<file path="src/rtl/phy_rx_pkg.sv">
// Shared receive-PHY constants: K-character codes, scrambler seed and lock-state encoding.
package phy_rx_pkg;

  localparam logic [7:0]  COM_H     = 8'hBC;  // K28.5
  localparam logic [7:0]  SKP_H     = 8'h1C;  // K28.0
  localparam logic [15:0] LFSR_SEED = 16'hFFFF;

  typedef enum logic {
    HUNT   = 1'b0,
    LOCKED = 1'b1
  } lock_state_e;

endpackage

</file>
<file path="src/rtl/lfsr_byte_step.sv">
// Advances the x^16+x^5+x^4+x^3+1 Galois scrambler by eight bit-times in one cycle.
// Purely combinational; key[i] is the MSB seen before step i.
module lfsr_byte_step (
  input  logic [15:0] lfsr_in,
  output logic [7:0]  key,
  output logic [15:0] lfsr_out
);

  logic [15:0] l;

  always_comb begin
    l   = lfsr_in;
    key = '0;
    for (int i = 0; i < 8; i++) begin
      key[i] = l[15];
      l = {l[14:5], l[4] ^ l[15], l[3] ^ l[15], l[2] ^ l[15], l[1], l[0], l[15]};
    end
    lfsr_out = l;
  end

endmodule

</file>
<file path="src/rtl/rx_descrambler.sv">
// Gen1 receive descrambler behind the 8b/10b decoder: COM-based lock, error-run unlock,
// SKP ordered-set length tracking and a single registered output stage (1-cycle latency).
module rx_descrambler
  import phy_rx_pkg::*;
#(
  parameter bit          SCRAMBLE_EN = 1'b1,
  parameter logic [15:0] SEED        = LFSR_SEED,
  parameter int          ERR_LIMIT   = 4,
  parameter int          MAX_SKP     = 5
) (
  input  logic       clk,
  input  logic       rst,
  input  logic       in_valid,
  input  logic [7:0] in_data,
  input  logic       in_k,
  input  logic       in_code_err,
  input  logic       in_disp_err,
  output logic       out_valid,
  output logic [7:0] out_data,
  output logic       out_k,
  output logic       out_err,
  output logic       locked,
  output logic       skp_os_done,
  output logic [2:0] skp_os_len,
  output logic       skp_os_err
);

  lock_state_e state_q, state_d;
  logic [15:0] lfsr_q, lfsr_d, lfsr_next;
  logic [7:0]  key;
  logic [3:0]  err_cnt_q, err_cnt_d;
  logic [2:0]  skp_cnt_q, skp_cnt_d;
  logic        in_os_q, in_os_d;
  logic        is_com, is_skp, char_err, accept, os_close;
  logic [7:0]  data_d;

  lfsr_byte_step u_step (
    .lfsr_in  (lfsr_q),
    .key      (key),
    .lfsr_out (lfsr_next)
  );

  assign is_com   = in_k && (in_data == COM_H);
  assign is_skp   = in_k && (in_data == SKP_H);
  assign char_err = in_code_err | in_disp_err;
  // In HUNT only a clean COM gets through; it is the first character of the locked stream.
  assign accept   = in_valid && ((state_q == LOCKED) || (is_com && !char_err));
  assign data_d   = (!in_k && SCRAMBLE_EN) ? (in_data ^ key) : in_data;

  always_comb begin
    state_d   = state_q;
    lfsr_d    = lfsr_q;
    err_cnt_d = err_cnt_q;
    skp_cnt_d = skp_cnt_q;
    in_os_d   = in_os_q;
    os_close  = 1'b0;

    if (in_valid) begin
      if (is_com)       lfsr_d = SEED;
      else if (!is_skp) lfsr_d = lfsr_next;
    end

    if (accept) begin
      if (in_os_q && !is_skp) begin
        os_close = 1'b1;
        in_os_d  = 1'b0;
      end
      if (is_com) begin
        in_os_d   = 1'b1;
        skp_cnt_d = '0;
      end else if (is_skp && in_os_q && (skp_cnt_q != 3'd7)) begin
        skp_cnt_d = skp_cnt_q + 3'd1;
      end

      if (state_q == HUNT) begin
        state_d = LOCKED;
      end else if (char_err) begin
        if (err_cnt_q == 4'(ERR_LIMIT - 1)) begin
          state_d   = HUNT;
          err_cnt_d = '0;
          in_os_d   = 1'b0;
        end else begin
          err_cnt_d = err_cnt_q + 4'd1;
        end
      end else begin
        err_cnt_d = '0;
      end
    end
  end

  always_ff @(posedge clk) begin
    if (rst) begin
      state_q     <= HUNT;
      lfsr_q      <= SEED;
      err_cnt_q   <= '0;
      skp_cnt_q   <= '0;
      in_os_q     <= 1'b0;
      out_valid   <= 1'b0;
      out_data    <= '0;
      out_k       <= 1'b0;
      out_err     <= 1'b0;
      skp_os_done <= 1'b0;
      skp_os_len  <= '0;
      skp_os_err  <= 1'b0;
    end else begin
      state_q     <= state_d;
      lfsr_q      <= lfsr_d;
      err_cnt_q   <= err_cnt_d;
      skp_cnt_q   <= skp_cnt_d;
      in_os_q     <= in_os_d;
      out_valid   <= accept;
      skp_os_done <= os_close && (skp_cnt_q != 3'd0);
      skp_os_len  <= (os_close && (skp_cnt_q != 3'd0)) ? skp_cnt_q : 3'd0;
      skp_os_err  <= os_close && (int'(skp_cnt_q) > MAX_SKP);
      if (in_valid) begin
        out_data <= data_d;
        out_k    <= in_k;
        out_err  <= char_err;
      end
    end
  end

  assign locked = (state_q == LOCKED);

endmodule
</file>
<file path="config.mk">
export PLATFORM = sky130hd
export DESIGN_NAME = rx_descrambler
export DESIGN_NICKNAME = d
export VERILOG_FILES = /design/src/rtl/phy_rx_pkg.sv /design/src/rtl/lfsr_byte_step.sv /design/src/rtl/rx_descrambler.sv
export SDC_FILE = /design/constraint.sdc
export NUM_CORES = 1
export LEC_CHECK = 0
export CORE_MARGIN = 2
export CORE_UTILIZATION = 25
export CTS_BUF_LIST = sky130_fd_sc_hd__clkbuf_2
export CTS_CLUSTER_SIZE = 25
export DETAILED_ROUTE_END_ITERATION = 10
export PLACE_DENSITY_LB_ADDON = 0.15
export SYNTH_ARGS = -nofsm -noshare
export SYNTH_HDL_FRONTEND = slang
export SYNTH_SLANG_ARGS = --single-unit
</file>
<file path="constraint.sdc">
create_clock -name clk -period 1.8 [get_ports clk]
set_input_delay 0.27 -clock clk [delete_from_list [all_inputs] [get_ports clk]]
set_output_delay 0.27 -clock clk [all_outputs]
set_load 0.01 [all_outputs]
</file>
==> results.md <==
* DR WL/cell at 12.88 um
* Top layer used by detailed routing: met4
* Min Clock Period, post-route at ~1.8 ns
* Post-Syn Area at 1912 um2
* Quantity of I/O buffers inserted on ports at 30
* Final core utilization at a little over a third
* Worst clock skew at roughly 0.0023 ns
* Arrival time reported for the critical path endpoint at 2.11 ns
* Unrepaired setup endpoints after global routing: true
* Worst-case vdd ir drop at approximately 0.21 mV
* Via count of the first global-routing pass at 1528
* Post-synthesis average cell area at slightly below 10 um2
* Max cap viols at 0
* Number of flops mapped to enable cells by yosys at 0
* Cell variety after synth at 39
* Total routing usage reported by global routing at 11.76%
* Die area at 8363 um2
* Total of flip-flops plus latches after synthesis at 41
* Source of the worst register-to-register timing path: skp_cnt_q[0]$_SDFFE_PP0P_
* Final Hold Fails at 0
* Final antenna diode count at 0
* Layout overhead on the synthesized area at 37.50%
* Post-layout net count at 280
* Routed wl met3 at 158 um
* Clock Root Buffer: sky130_fd_sc_hd__clkbuf_2
* Number of sinks handled by clock tree synthesis at between 40 and 50
* Total grt overflow at 0
* Worst Hold End: out_data[2]$_SDFFE_PP0P_
* Clock buffer count from CTS at 5
* Initial core utilization at between 20% and 30%
* Number of placement rows at 31
* Share of final-layout standard cells stronger than drive strength 1 at 20.99%
* Worst r2r dst: skp_cnt_q[0]$_SDFFE_PP0P_
* Number of nets with antenna violations after detailed routing at 0
* Worst setup slack before clock tree synthesis at -0.6484 ns
* Outcome: finished clean
* Ports at 31
* Clock tree from TritonCTS: yes
* Worst-skew pair later-pin latency at roughly 0.4 ns
* Nets in the synthesized netlist at 217
* Worst reg-to-reg path cell count at 7
* Initial drt markers at 25
* Yosys Warn Count at 0
* H-tree depth reported by CTS at 2
* Number of endpoints failing setup at the final stage at 0
* Initial antenna violation count at 0
* Count of vias placed by the detailed router at 1593
* Post-route setup slack at approximately 0.034 ns
* TritonRoute pass-1 iters at 4
* DRC errors left at 0
* Proportion of synthesized area in mux cells at less than 1%
* DR vias/cell at 4.413
* Fmax at 566.2 MHz
* Total of hold buffers inserted after clock tree synthesis at 0
* Detailed placement HPWL at 3.403 mm
* Combinational family with the most area after synthesis: simple AND/OR/NAND/NOR gates
* Max-slew headroom at the worst pin at between 60% and 70%
* Worst slew pin tran at between 0.5 and 0.6 ns
* Area fraction in compound gates after synthesis at 16.56%
* P per Cell Area at 701.8 nW/um2
* Post-layout power at between 1500 and 2000 uW
* Worst Path Class, Setup: reg2reg
* Seq/Total Area, Yosys at 42.93%
* Post-synthesis xor/xnor area fraction at 14.20%
* CTS clk-pin slew, worst paths at approximately 0.2 ns
* Length of routed met2 wiring at 2.076 mm
* Number of slew-limit violations in the final report at 0
* Synthesized instance count at 199
* Non-filler instance count after layout at roughly 360
* Hold path startpoint: in_data[2]
* Path category of the worst min-delay check: in2reg
* Post-synth ARST share at 0%
* Hold Path Cell Cnt at 3
* Number of placed instances, taps included at ~350
* Simple-gate portion of the synthesized area at 19.83%
* Adder-cell area share of the yosys netlist at around 2.6%
* Final GP Congestion at roughly 0.76
* CP Launch Type: flip-flop
* Period Utilization, post-route at 98.11%
* Nature of the critical path endpoint: flip-flop
* Synth Flop Type: sky130_fd_sc_hd__dfxtp_1
* Die Span Y at 91.45 um
* Highest fanout seen on the critical path at 4
* Global-route wire length before repair at 7.686 mm
* Met1 wire length at 2.348 mm
* Maximum clock insertion buffer count at 2
* Required time reported for the critical path endpoint at between 2 and 2.5 ns
* Floorplan core area at ~7300 um2
* Reported leakage power at slightly below 0.001 uW
* Register-to-register setup slack at 0.03 ns
* Die Width at 91.45 um
* Largest net degree at the start of global routing at 21
* Wire length reported by the detailed router at 4.651 mm
-- layout by cell type (no fill, tap or decap), types with 2 or more instances in the layout --
master,instances
sky130_fd_sc_hd__a211oi_1,8
sky130_fd_sc_hd__a21oi_1,7
sky130_fd_sc_hd__a2bb2oi_1,7
sky130_fd_sc_hd__and2_1,3
sky130_fd_sc_hd__and3_1,6
sky130_fd_sc_hd__buf_4,35
sky130_fd_sc_hd__clkbuf_2,6
sky130_fd_sc_hd__clkdlybuf4s50_1,27
sky130_fd_sc_hd__dfxtp_1,39
sky130_fd_sc_hd__dfxtp_2,2
sky130_fd_sc_hd__dlygate4sd2_1,2
sky130_fd_sc_hd__ha_1,2
sky130_fd_sc_hd__inv_1,2
sky130_fd_sc_hd__nand2_1,2
sky130_fd_sc_hd__nand2b_1,10
sky130_fd_sc_hd__nand3_1,5
sky130_fd_sc_hd__nor2_1,17
sky130_fd_sc_hd__nor2b_1,8
sky130_fd_sc_hd__nor3_1,2
sky130_fd_sc_hd__nor3b_1,3
sky130_fd_sc_hd__o21ai_0,5
sky130_fd_sc_hd__o22ai_1,8
sky130_fd_sc_hd__or4b_2,2
sky130_fd_sc_hd__xnor2_1,24
sky130_fd_sc_hd__xor2_1,7
-- repair_timing --
| item | in CTS | in global routing |
|---|---|---|
| gates resized for setup | 8 | 8 |
| hold endpoints to repair | 0 | 0 |
| setup endpoints to repair | 16 | 18 |
| pin swaps | 4 | 4 |
| buffers inserted | 0 | 2 |
-- registers in the layout (all words and copies together) (netlist names) --
signal       cells
out_err          1
locked           1
skp_os_len       3
out_valid        1
out_data         8
skp_os_err       1
err_cnt_q        4
out_k            1
lfsr_q          16
skp_os_done      1
in_os_q          1
skp_cnt_q        3
-- final cells by class --
class,instances,area [um2]
timing repair buffer,65,563.0
clock inverter,1,3.754
clock buffer,6,30.03
fill,750,4702
inverter,2,7.507
tap,99,123.9
sequential,41,823.3
multi-input combinational,147,1077
-- kinds of logic (layout without fill, tap and decap cells) --
family	Yosys count	count (layout)
AO/OA/AOI/OAI	45	45
XOR/XNOR	31	31
adder cells (fa/ha/maj)	4	4
buffers and inverters	11	74
flip-flops	41	41
multiplexers	1	1
AND/OR/NAND/NOR	66	66
-- how the worst max path moves through the flow --
stage	startpoint	to	slack, ns	depth (start not counted)
finish	skp_cnt_q[0]$_SDFFE_PP0P_	skp_cnt_q[0]$_SDFFE_PP0P_	0.03	7
global route	skp_cnt_q[0]$_SDFFE_PP0P_	skp_cnt_q[0]$_SDFFE_PP0P_	-0.04	7
CTS	in_data[2]	lfsr_q[10]$_SDFFE_PP1P_	0.0002	5
detailed placement	in_data[1]	skp_cnt_q[1]$_SDFFE_PP0P_	-0.65	5
global placement	in_data[1]	lfsr_q[10]$_SDFFE_PP1P_	-0.63	5
floorplan	in_data[1]	lfsr_q[10]$_SDFFE_PP1P_	-0.14	6
-- synthesized netlist by cell type (all sizes together) (5+ instances only) --
library cell / count / area share [%]
dfxtp: 41 / 43
xnor2: 24 / 11
nor2: 17 / 3.3
nand2b: 10 / 3.3
a211oi: 9 / 3.5
nor2b: 9 / 2.9
o22ai: 8 / 2.6
a21oi: 7 / 1.8
a2bb2oi: 7 / 3.2
xor2: 7 / 3.2
and3: 6 / 2.0
clkbuf: 6 / 1.2
nand3: 5 / 1.3
o21ai: 5 / 1.3
-- where the power goes --
part	leakage (uW)	internal (uW)	switching (uW)	total, uW
Sequential	0.000337	974	65.2	1040
Clock	0.0000265	90.6	300	391
Combinational	0.000612	245	170	415
-- metrics by stage --
| step | instance area [um2] | hold slack (ns) | TNS [ns] |
|---|---|---|---|
| floorplan | 1912 | 0.4517 | -0.8824 |
| global placement | 2527 | 0.4763 | -13.35 |
| global route | 2629 | 0.1954 | -0.1229 |
| CTS | 2577 | 0.3371 | 0 |
| detailed placement | 2527 | 0.4769 | -13.83 |
| finish | 2629 | 0.2148 | 0 |
-- per-layer routing --
layer / GRT usage (%) / vias to the layer above
li1: - / 828
met1: 15.68 / 735
met2: 18.26 / 24
met3: 3.320 / 6
met4: 3.788 / 0
met5: 0 / -
-- worst max-delay path: stages, from the launching register on --
cell and delay [ns]:
sky130_fd_sc_hd__dfxtp_2 0.36, sky130_fd_sc_hd__ha_2 0.19, sky130_fd_sc_hd__ha_4 0.17, sky130_fd_sc_hd__nor2b_4 0.10, sky130_fd_sc_hd__o221ai_2 0.13, sky130_fd_sc_hd__buf_4 0.16
sky130_fd_sc_hd__or4_1 0.46, sky130_fd_sc_hd__a21oi_1 0.14
No activity file was read; power rests on OpenSTA's default activity.
